$ cat config.mk
export PLATFORM = sky130hd
export DESIGN_NAME = fp_register_file_flat
export DESIGN_NICKNAME = d
export VERILOG_FILES = /design/src/rtl/fp_rf_pkg.sv /design/src/rtl/fp_register_file_if.sv /design/src/rtl/fp_rf_hazard_unit.sv /design/src/rtl/fp_register_file.sv /design/src/flat_wrapper.sv
export SDC_FILE = /design/constraint.sdc
export NUM_CORES = 2
export LEC_CHECK = 0
export BUFFER_PORTS_ARGS = -buffer_cell sky130_fd_sc_hd__buf_2
export CAP_MARGIN = 10
export CORE_ASPECT_RATIO = 1.2
export CORE_UTILIZATION = 50
export DETAILED_ROUTE_END_ITERATION = 8
export MAX_ROUTING_LAYER = met4
export PLACE_DENSITY_LB_ADDON = 0.05
export RECOVER_POWER = 25
export SKIP_LAST_GASP = 1
export SLEW_MARGIN = 30
export SYNTH_ARGS = -nofsm -noshare
export SYNTH_HDL_FRONTEND = slang
export SYNTH_SLANG_ARGS = --single-unit
$ cat constraint.sdc
create_clock -name clk -period 35.6 [get_ports clk]
set_input_delay 3.56 -clock clk [delete_from_list [all_inputs] [get_ports clk]]
set_output_delay 3.56 -clock clk [all_outputs]
set_load 0.02 [all_outputs]
$ cat src/rtl/fp_rf_pkg.sv
// Shared types and constants for the floating-point register file:
// FSM state encoding, default geometry, FCSR flag bit positions and
// rounding-mode encodings, plus the flag-accrual helper.
package fp_rf_pkg;

    localparam int FP_NREGS = 32;
    localparam int FP_DW    = 32;
    localparam int FP_AW    = 5;

    typedef enum logic {
        IDLE = 1'b0,
        BUSY = 1'b1
    } fp_state_e;

    // Accrued exception flag bit positions within fflags {NV,DZ,OF,UF,NX}
    localparam int FLAG_NV = 4;
    localparam int FLAG_DZ = 3;
    localparam int FLAG_OF = 2;
    localparam int FLAG_UF = 1;
    localparam int FLAG_NX = 0;

    // Rounding-mode encodings held in frm
    localparam logic [2:0] FRM_RNE = 3'b000;
    localparam logic [2:0] FRM_RTZ = 3'b001;
    localparam logic [2:0] FRM_RDN = 3'b010;
    localparam logic [2:0] FRM_RUP = 3'b011;
    localparam logic [2:0] FRM_RMM = 3'b100;

    // Sticky OR of new FPU flags onto a base value, only when a result lands
    function automatic logic [4:0] accrue_flags(input logic [4:0] base,
                                                input logic [4:0] new_flags,
                                                input logic       en);
        return base | (en ? new_flags : 5'b0);
    endfunction

endpackage

$ cat src/rtl/fp_register_file_if.sv
// Bundle of all issue, load/store, FPU-result and CSR signals between the
// pipeline/FPU side (master) and the FP register file (slave).
interface fp_register_file_if
    import fp_rf_pkg::*;
#(
    parameter int DW = FP_DW
) ();
    logic [FP_AW-1:0] f_rs1;
    logic [FP_AW-1:0] f_rs2;
    logic [FP_AW-1:0] f_rd;
    logic             issue;
    logic             f_LW;
    logic [DW-1:0]    load_data;
    logic             f_SW;
    logic [DW-1:0]    store_data;
    logic [DW-1:0]    FPU_out;
    logic [4:0]       flags;
    logic             f_ready;
    logic             frm_we;
    logic [2:0]       frm_wdata;
    logic             fflags_we;
    logic [4:0]       fflags_wdata;
    logic [DW-1:0]    f_rs1_data;
    logic [DW-1:0]    f_rs2_data;
    logic [2:0]       frm;
    logic [4:0]       f_flags;
    logic             busy;
    logic             stall;

    modport slave (
        input  f_rs1, f_rs2, f_rd, issue, f_LW, load_data, f_SW,
               FPU_out, flags, f_ready, frm_we, frm_wdata, fflags_we, fflags_wdata,
        output store_data, f_rs1_data, f_rs2_data, frm, f_flags, busy, stall
    );

    modport master (
        output f_rs1, f_rs2, f_rd, issue, f_LW, load_data, f_SW,
               FPU_out, flags, f_ready, frm_we, frm_wdata, fflags_we, fflags_wdata,
        input  store_data, f_rs1_data, f_rs2_data, frm, f_flags, busy, stall
    );

endinterface

$ cat src/rtl/fp_rf_hazard_unit.sv
// Single-entry pending-write scoreboard for the one in-flight FPU op.
// Tracks IDLE/BUSY and the pending destination, and raises stall on any
// issue, WAW load or RAW store against the pending register.
// FP_REG_BYPASS_EN: the completion cycle resolves the hazard (stall forced
// low, operand forwarding enabled, a new issue is accepted back-to-back).
module fp_rf_hazard_unit
    import fp_rf_pkg::*;
(
    input  logic             clk,
    input  logic             rst,
    input  logic             issue_i,
    input  logic             f_ready_i,
    input  logic             f_lw_i,
    input  logic             f_sw_i,
    input  logic [FP_AW-1:0] f_rd_i,
    input  logic [FP_AW-1:0] f_rs2_i,
    output logic             busy_o,
    output logic             stall_o,
    output logic             complete_o,
    output logic             byp_en_o,
    output logic [FP_AW-1:0] pend_rd_o
);

    fp_state_e        state_q, state_d;
    logic [FP_AW-1:0] pend_rd_q, pend_rd_d;
    logic             hazard;

    // State and pending-destination registers
    always_ff @(posedge clk or posedge rst) begin
        if (rst) begin
            state_q   <= IDLE;
            pend_rd_q <= '0;
        end else begin
            state_q   <= state_d;
            pend_rd_q <= pend_rd_d;
        end
    end

    // Hazard detection, stall and next-state selection
    always_comb begin
        state_d    = state_q;
        pend_rd_d  = pend_rd_q;
        complete_o = (state_q == BUSY) && f_ready_i;
        hazard     = (state_q == BUSY) &&
                     (issue_i ||
                      (f_lw_i && (f_rd_i  == pend_rd_q)) ||
                      (f_sw_i && (f_rs2_i == pend_rd_q)));
`ifdef FP_REG_BYPASS_EN
        stall_o    = hazard && !complete_o;
        byp_en_o   = complete_o;
`else
        stall_o    = hazard;
        byp_en_o   = 1'b0;
`endif
        case (state_q)
            IDLE: begin
                if (issue_i && !stall_o) begin
                    state_d   = BUSY;
                    pend_rd_d = f_rd_i;
                end
            end
            BUSY: begin
                if (f_ready_i) begin
                    if (issue_i && !stall_o) begin
                        pend_rd_d = f_rd_i;
                    end else begin
                        state_d = IDLE;
                    end
                end
            end
            default: state_d = IDLE;
        endcase
    end

    assign busy_o    = (state_q == BUSY);
    assign pend_rd_o = pend_rd_q;

endmodule

$ cat src/rtl/fp_register_file.sv
// Floating-point register file with FCSR (frm, accrued fflags).
// Two write ports: FPU completion to the pending register and FLW load.
// Reads are combinational; f0 is an ordinary register.
// FP_REG_BYPASS_EN: forwards FPU_out to reads of the completing register.
module fp_register_file
    import fp_rf_pkg::*;
#(
    parameter int NREGS = FP_NREGS,
    parameter int DW    = FP_DW
) (
    input logic                clk,
    input logic                n_rst,
    fp_register_file_if.slave  rf
);

    logic [DW-1:0]    regs_q [NREGS];
    logic [2:0]       frm_q;
    logic [4:0]       fflags_q;
    logic             busy, stall, complete, byp_en;
    logic [FP_AW-1:0] pend_rd;
    logic [DW-1:0]    rs1_data, rs2_data;

    fp_rf_hazard_unit u_hazard (
        .clk        (clk),
        .rst        (n_rst),
        .issue_i    (rf.issue),
        .f_ready_i  (rf.f_ready),
        .f_lw_i     (rf.f_LW),
        .f_sw_i     (rf.f_SW),
        .f_rd_i     (rf.f_rd),
        .f_rs2_i    (rf.f_rs2),
        .busy_o     (busy),
        .stall_o    (stall),
        .complete_o (complete),
        .byp_en_o   (byp_en),
        .pend_rd_o  (pend_rd)
    );

    // Register array: FPU completion and load commit; the load is the younger
    // instruction, so it wins if both ever target the same register
    always_ff @(posedge clk or posedge n_rst) begin
        if (n_rst) begin
            for (int i = 0; i < NREGS; i++) begin
                regs_q[i] <= '0;
            end
        end else begin
            if (complete) begin
                regs_q[pend_rd] <= rf.FPU_out;
            end
            if (rf.f_LW && !stall) begin
                regs_q[rf.f_rd] <= rf.load_data;
            end
        end
    end

    // FCSR: CSR writes are independent of the FSM; a same-cycle FPU result
    // still ORs its flags on top of a software fflags write
    always_ff @(posedge clk or posedge n_rst) begin
        if (n_rst) begin
            frm_q    <= FRM_RNE;
            fflags_q <= 5'b0;
        end else begin
            if (rf.frm_we) begin
                frm_q <= rf.frm_wdata;
            end
            if (rf.fflags_we) begin
                fflags_q <= accrue_flags(rf.fflags_wdata, rf.flags, complete);
            end else begin
                fflags_q <= accrue_flags(fflags_q, rf.flags, complete);
            end
        end
    end

    // Operand reads with optional forwarding of the completing result
    always_comb begin
        rs1_data = regs_q[rf.f_rs1];
        rs2_data = regs_q[rf.f_rs2];
        if (byp_en && (rf.f_rs1 == pend_rd)) begin
            rs1_data = rf.FPU_out;
        end
        if (byp_en && (rf.f_rs2 == pend_rd)) begin
            rs2_data = rf.FPU_out;
        end
    end

    assign rf.f_rs1_data = rs1_data;
    assign rf.f_rs2_data = rs2_data;
    assign rf.store_data = rs2_data;
    assign rf.frm        = frm_q;
    assign rf.f_flags    = fflags_q;
    assign rf.busy       = busy;
    assign rf.stall      = stall;

endmodule
$ cat src/flat_wrapper.sv
// flat-port wrapper written by rule: the top's interface ports become plain ports
module fp_register_file_flat import fp_rf_pkg::*;
#(
    parameter int NREGS = FP_NREGS,
    parameter int DW    = FP_DW
)
  (clk, n_rst, rf_f_rs1, rf_f_rs2, rf_f_rd, rf_issue, rf_f_LW, rf_load_data, rf_f_SW, rf_FPU_out, rf_flags, rf_f_ready, rf_frm_we, rf_frm_wdata, rf_fflags_we, rf_fflags_wdata, rf_store_data, rf_f_rs1_data, rf_f_rs2_data, rf_frm, rf_f_flags, rf_busy, rf_stall);
  fp_register_file_if #(.DW(DW)) rf_i ();
  input logic clk;
  input logic n_rst;
  input wire logic [$bits(rf_i.f_rs1)-1:0] rf_f_rs1;
  input wire logic [$bits(rf_i.f_rs2)-1:0] rf_f_rs2;
  input wire logic [$bits(rf_i.f_rd)-1:0] rf_f_rd;
  input wire logic [$bits(rf_i.issue)-1:0] rf_issue;
  input wire logic [$bits(rf_i.f_LW)-1:0] rf_f_LW;
  input wire logic [$bits(rf_i.load_data)-1:0] rf_load_data;
  input wire logic [$bits(rf_i.f_SW)-1:0] rf_f_SW;
  input wire logic [$bits(rf_i.FPU_out)-1:0] rf_FPU_out;
  input wire logic [$bits(rf_i.flags)-1:0] rf_flags;
  input wire logic [$bits(rf_i.f_ready)-1:0] rf_f_ready;
  input wire logic [$bits(rf_i.frm_we)-1:0] rf_frm_we;
  input wire logic [$bits(rf_i.frm_wdata)-1:0] rf_frm_wdata;
  input wire logic [$bits(rf_i.fflags_we)-1:0] rf_fflags_we;
  input wire logic [$bits(rf_i.fflags_wdata)-1:0] rf_fflags_wdata;
  output wire logic [$bits(rf_i.store_data)-1:0] rf_store_data;
  output wire logic [$bits(rf_i.f_rs1_data)-1:0] rf_f_rs1_data;
  output wire logic [$bits(rf_i.f_rs2_data)-1:0] rf_f_rs2_data;
  output wire logic [$bits(rf_i.frm)-1:0] rf_frm;
  output wire logic [$bits(rf_i.f_flags)-1:0] rf_f_flags;
  output wire logic [$bits(rf_i.busy)-1:0] rf_busy;
  output wire logic [$bits(rf_i.stall)-1:0] rf_stall;
  assign rf_i.f_rs1 = rf_f_rs1;
  assign rf_i.f_rs2 = rf_f_rs2;
  assign rf_i.f_rd = rf_f_rd;
  assign rf_i.issue = rf_issue;
  assign rf_i.f_LW = rf_f_LW;
  assign rf_i.load_data = rf_load_data;
  assign rf_i.f_SW = rf_f_SW;
  assign rf_i.FPU_out = rf_FPU_out;
  assign rf_i.flags = rf_flags;
  assign rf_i.f_ready = rf_f_ready;
  assign rf_i.frm_we = rf_frm_we;
  assign rf_i.frm_wdata = rf_frm_wdata;
  assign rf_i.fflags_we = rf_fflags_we;
  assign rf_i.fflags_wdata = rf_fflags_wdata;
  assign rf_store_data = rf_i.store_data;
  assign rf_f_rs1_data = rf_i.f_rs1_data;
  assign rf_f_rs2_data = rf_i.f_rs2_data;
  assign rf_frm = rf_i.frm;
  assign rf_f_flags = rf_i.f_flags;
  assign rf_busy = rf_i.busy;
  assign rf_stall = rf_i.stall;
  fp_register_file #(.NREGS(NREGS), .DW(DW)) u_core (.clk(clk), .n_rst(n_rst), .rf(rf_i));
endmodule
# [Word level (Yosys, flattened, before mapping)]
# Index checks and enable logic that the tools add are counted.
[classes] mux=22 magnitude_cmp=6 reduce_logical=11 eq_ne=3 n_bitwise=7
[op_table] cell="$bwmux W1024" count=2
[op_table] cell="$mux W1024" count=2
[op_table] cell="$bmux W32 S5" count=2
[op_table] cell="$demux W32 S5" count=2
[op_table] cell="$mux W32" count=6
[op_table] cell="$ge A6 B6 Y1 const B" count=4
[op_table] cell="$not A5 Y6" count=4
[op_table] cell="$mux W5" count=4
[op_table] cell="$lt A6 B1 Y1 const B" count=2
[op_table] cell="$eq A5 B5 Y1" count=2
[op_table] cell="$or A5 B5 Y5" count=2
[op_table] cell="$pmux W5 S2" count=1
[op_table] cell="$logic_and A1 B1 Y1" count=8
[op_table] cell="$logic_or A1 B1 Y1" count=2
[op_table] cell="$mux W1" count=2
[op_table] cell="$ne A2 B2 Y1 const B" count=1
[op_table] cell="$pmux W1 S2" count=1
[op_table] cell="$logic_not A1 Y1" count=1
[op_table] cell="$not A1 Y1" count=1
[totals] out_inout_bits=106 regBits=1038 inputBits=100 wordCells=85

# [Logic depth before layout (Yosys ltp)]
[depth] word_depth=10 depth_mapped=9 ltp_nobuf=5

# [Modules after synthesis]
# From an unflattened synthesis, not the netlist that was laid out.
[hier_totals] hier_cells=6678 hier_area_um2=66359.9
[by_module_without_submodules] mod="fp_register_file" instances=1 cells_per_inst=6643 seq_area_each_um2=25824.8 area_each_um2=65988.3
[by_module_without_submodules] mod="fp_rf_hazard_unit" instances=1 cells_per_inst=35 seq_area_each_um2=150.1 area_each_um2=371.6

# [Worst setup path before layout]
# No wires, ideal clock.
[synth_timing] path_kind="input-to-output" start="in rf_f_rs2[0]" end="out rf_store_data[0]" arrival_time_ns=5.557 cell_stages=7 required_time_ns=32.040 setup_slack_ns=26.483 path_buffers=4 path_cell_list="buf_2 -> buf_2 -> buf_2 -> mux4_2 -> mux4_2 -> o21a_1 -> buf_4"
[synth_via] elab_chain_cells=4
[synth_rtl] item="from (decl)" line="flat_wrapper.sv:12" source="input wire logic [$bits(rf_i.f_rs2)-1:0] rf_f_rs2;"
[synth_rtl] item="$not A5 Y6 (implied by the code)" line="fp_register_file.sv:77" source="rs2_data = regs_q[rf.f_rs2];"
[synth_rtl] item="$bmux W32 S5" line="fp_register_file.sv:77"
[synth_rtl] item="$mux W32 (implied by the code) (2 in series)" line="fp_register_file.sv:77"
[synth_rtl] item="to (decl)" line="flat_wrapper.sv:25" source="output wire logic [$bits(rf_i.store_data)-1:0] rf_store_data;"
# Every way passes these cells. The select of a mux whose other input is x is not followed.

==> key figures <==
Setup path
  • CP max-delay cell: clkbuf_1
  • Worst EP arrival: 14.79 ns
  • CP max stage delay: 4.49 ns
  • Critical path class: in -> async
  • Critical Path Sink Type: asynchronous set/reset pin
  • Most frequent CP cell: clkbuf_1
  • CP startpoint kind: input port
  • Worst EP required: 34.91 ns
  • Critical-path cell list: buf_2, clkinvlp_2, clkbuf_1, clkbuf_1, clkbuf_1
  • CP Max Fanout: 113

Final layout
  • Final Net Count: 4768
  • Area Overhead vs Synth: 8.91%
  • Commonest non-fill, non-tap cell in the layout: mux2i_1
  • Fillers: 11000
  • Most frequent cells in the layout: 1152 x mux2i_1, 1037 x dfrtp_1, 1024 x a32oi_1
  • Share of post-route cells with drive strength above 1: 27.8%
  • Final instance area: 0.0715 mm^2

Synthesis
  • Synth top area share: 39.6%
  • Post-synth cell types: 34
  • Synthesized area per cell: 13.1 um^2
  • Synth area leader: dfrtp_1
  • Synth Area in Compound Gates: 15.2%
  • Mux cell area share after synthesis: 37.5%
  • Number of enable flip-flop cells after synthesis: 0
  • Async S/R FF share, synth: 100%
  • Main synth FF type: dfrtp_1
  • Post-Syn Nets: 5102
  • Synth area leaders: dfrtp_1 40%, mux4_2 20%, mux2i_1 18%
  • Simple-gate share of the synthesized area: 1.89%
  • Post-synthesis adder-cell area fraction: 0%
  • Flops & latches, synth: 1038
  • Syn. warnings: 0
  • Main combinational cell family by area after synthesis: multiplexers
  • XOR/XNOR Fraction of Synth Area: 0.133%
  • Cell Area, Synth: 0.0657 mm^2
  • Register area share after synthesis: 39.6%
  • Cells after Synth: 5002

Placement
  • Post-placement cell area: 0.0675 mm^2
  • Routability cong.: 0.905
  • Hpwl dp: 157000 um
  • Port-buffer cells: 205

Pwr
  • Clock power frac: 23.0%
  • Combinational power share: 36.9%
  • Flop pwr share: 40.1%
  • Power per cell area: 79.6 mW/mm^2
  • Lkg Pwr: 28.6 nW
  • Switching part of the total power: 34.1%
  • Peak VDD IR: 0.0542 mV
  • Psw: 0.00194 W
  • Cell internal pwr: 0.00375 W

Timing
  • WHS: 0.505 ns
  • Pins over their slew limit: 612
  • Endpoints failing hold: 0
  • Accumulated negative setup slack: 0 ns
  • RSZ-0062 raised after global routing: no
  • Max_slew headroom: -323%
  • Worst Max-Slew Pin Slew: 6.35 ns
  • Minimum clock period: 15.48 ns
  • Tcrit/Tclk final: 43.5%
  • Layout Skew: 0.0252 ns
  • Upper clock frequency limit: 64.6 MHz
  • Final setup vio count: 0

Detailed routing
  • ANT nets after route: 0
  • Final wirelength: 300000 um
  • Vias: 54100
  • Avg WL per Cell: 46.4 um
  • DR DRC count: 0
  • Via density: 8.38
  • Drt first pass iters: 6
  • Iteration-0 DRC Markers: 7619

Floorplanning
  • IO Count: 206
  • Die ar.: 0.133 mm^2
  • Chip width: 333 um
  • Die Y: 399 um
  • Core Rows: 145
  • Initial Util: 50.4%
  • Total core area: 0.130 mm^2

Run
  • # Max-Cap Violations: 10

Clock tree
  • Hold_buf cts: 0
  • Root buffer cell: clkbuf_16
  • Reg clk slew, reported paths: 0.06 ns
  • Max clock buf depth: 3
  • H-tree depth: 3
  • Post-cts resize count: 0
  • Clk sinks: 1038
  • Skew-Pair Late Insertion Delay: 0.75 ns
  • TritonCTS buffer count: 114
  • Clock tree from TritonCTS: done
  • Post-CTS Setup Bufs: 0

Outcome
  • Violated checks: max-capacitance violations, max-slew violations
  • Status: finished, violations left

GRT
  • Number of global-route vias before repair: 53000
  • Global route total overflow: 0
  • Initial antenna violation count: 10
  • All-layer global routing usage: 45.9%
  • Largest net degree at the start of global routing: 157
  • First-pass GRT wire length: 417000 um

Worst hold path
  • Worst Hold Class: reg -> reg
==> power groups by stage <==
stage / Sequential (W) / Combinational [W] / Clock [W]
after CTS: 0.00225 / 0.00207 / 0.00131
after detailed placement: 0.00227 / 0.00207 / 0
after floorplan: 0.00210 / 0.00167 / 0
after global routing: 0.00234 / 0.00223 / 0.00135
after global placement: 0.00224 / 0.00203 / 0
final: 0.00228 / 0.00210 / 0.00131
==> critical path: cells and delay by family <==
family | cells | cell delay [ns]
buffers and inverters | 5 | 10.89
==> synth_stat cells, types with 5 or more instances <==
library cell	instances
a221o_1	5
a22oi_1	64
a32oi_1	1024
buf_1	36
buf_2	326
buf_4	48
clkbuf_1	437
dfrtp_1	1038
mux2_2	8
mux2i_1	1152
mux4_2	576
nand2_1	20
nand3_1	37
nand3b_1	10
nor2_1	46
nor2_2	5
nor2b_1	8
nor3_1	5
nor3_2	29
nor3b_1	5
o21a_1	64
or3_1	34
xnor2_1	6
==> layout make-up <==
type | instances | area [um^2] | share of cell area, %
Sequential cell | 1038 | 26000 | 36.3
Tap cell | 1690 | 2110 | 2.96
Clock inverter | 43 | 691 | 0.966
Clock buffer | 164 | 3320 | 4.65
Antenna cell | 9 | 22.5 | 0.0315
Timing Repair Buffer | 397 | 2560 | 3.58
Inverter | 1 | 5.00 | 0.00700
Multi-Input combinational cell | 3116 | 36800 | 51.5
==> flip-flops by register name, indices dropped and copies added (netlist names) <==
register                   count
u_core.rf.frm                  3
u_core.regs_q               1024
u_core.u_hazard.busy_o         1
u_core.rf.f_flags              5
u_core.u_hazard.pend_rd_o      5
==> per-layer routing <==
| metal | up-vias | routed length (um) | track usage [%] |
|---|---|---|---|
| met5 | - | 0 | - |
| met4 | 0 | 22800 | 30.4 |
| met3 | 1173 | 38200 | 13.8 |
| met2 | 4470 | 129000 | 64.7 |
| met1 | 28300 | 109000 | 57.3 |
| li1 | 20100 | - | - |
==> worst paths after layout <==
| path | end | cells past startpoint | startpoint | slack, ns |
|---|---|---|---|---|
| min in group asynchronous | u_core.regs_q[152] | 2 | n_rst | 3.14 |
| setup reg to reg | u_core.regs_q[269] | 6 | u_core.u_hazard.busy_o | 31.94 |
| hold / removal | u_core.rf.frm[0] | 1 | u_core.rf.frm[0] | 0.51 |
| max in group clk | rf_f_rs1_data[30] | 7 | rf_f_rs1[1] | 24.55 |
| hold reg to reg | u_core.rf.frm[0] | 1 | u_core.rf.frm[0] | 0.51 |
| setup / recovery | u_core.regs_q[552] | 5 | n_rst | 20.12 |
==> through the flow <==
stage | total power [W] | setup slack [ns] | utilization [%] | std cells
final | 0.00569 | 20.12 | 54.9 | 6458
after global routing | 0.00592 | 18.05 | 54.9 | 6456
after CTS | 0.00563 | 24.57 | 54.9 | 6446
after detailed placement | 0.00434 | 24.57 | 51.8 | 6239
after global placement | 0.00427 | 24.59 | 51.8 | 6238
after floorplan | 0.00377 | 2.83 | - | 5002
==> kinds of logic (layout without fill, tap and decap cells) <==
family / after synthesis / count (layout)
buf+inv: 848 / 605
compound gates: 1159 / 1159
xor+xnor: 10 / 10
other cells: 0 / 9
flops: 1038 / 1038
simple gates: 211 / 211
mux: 1736 / 1736
No activity file was read; power rests on OpenSTA's default activity.
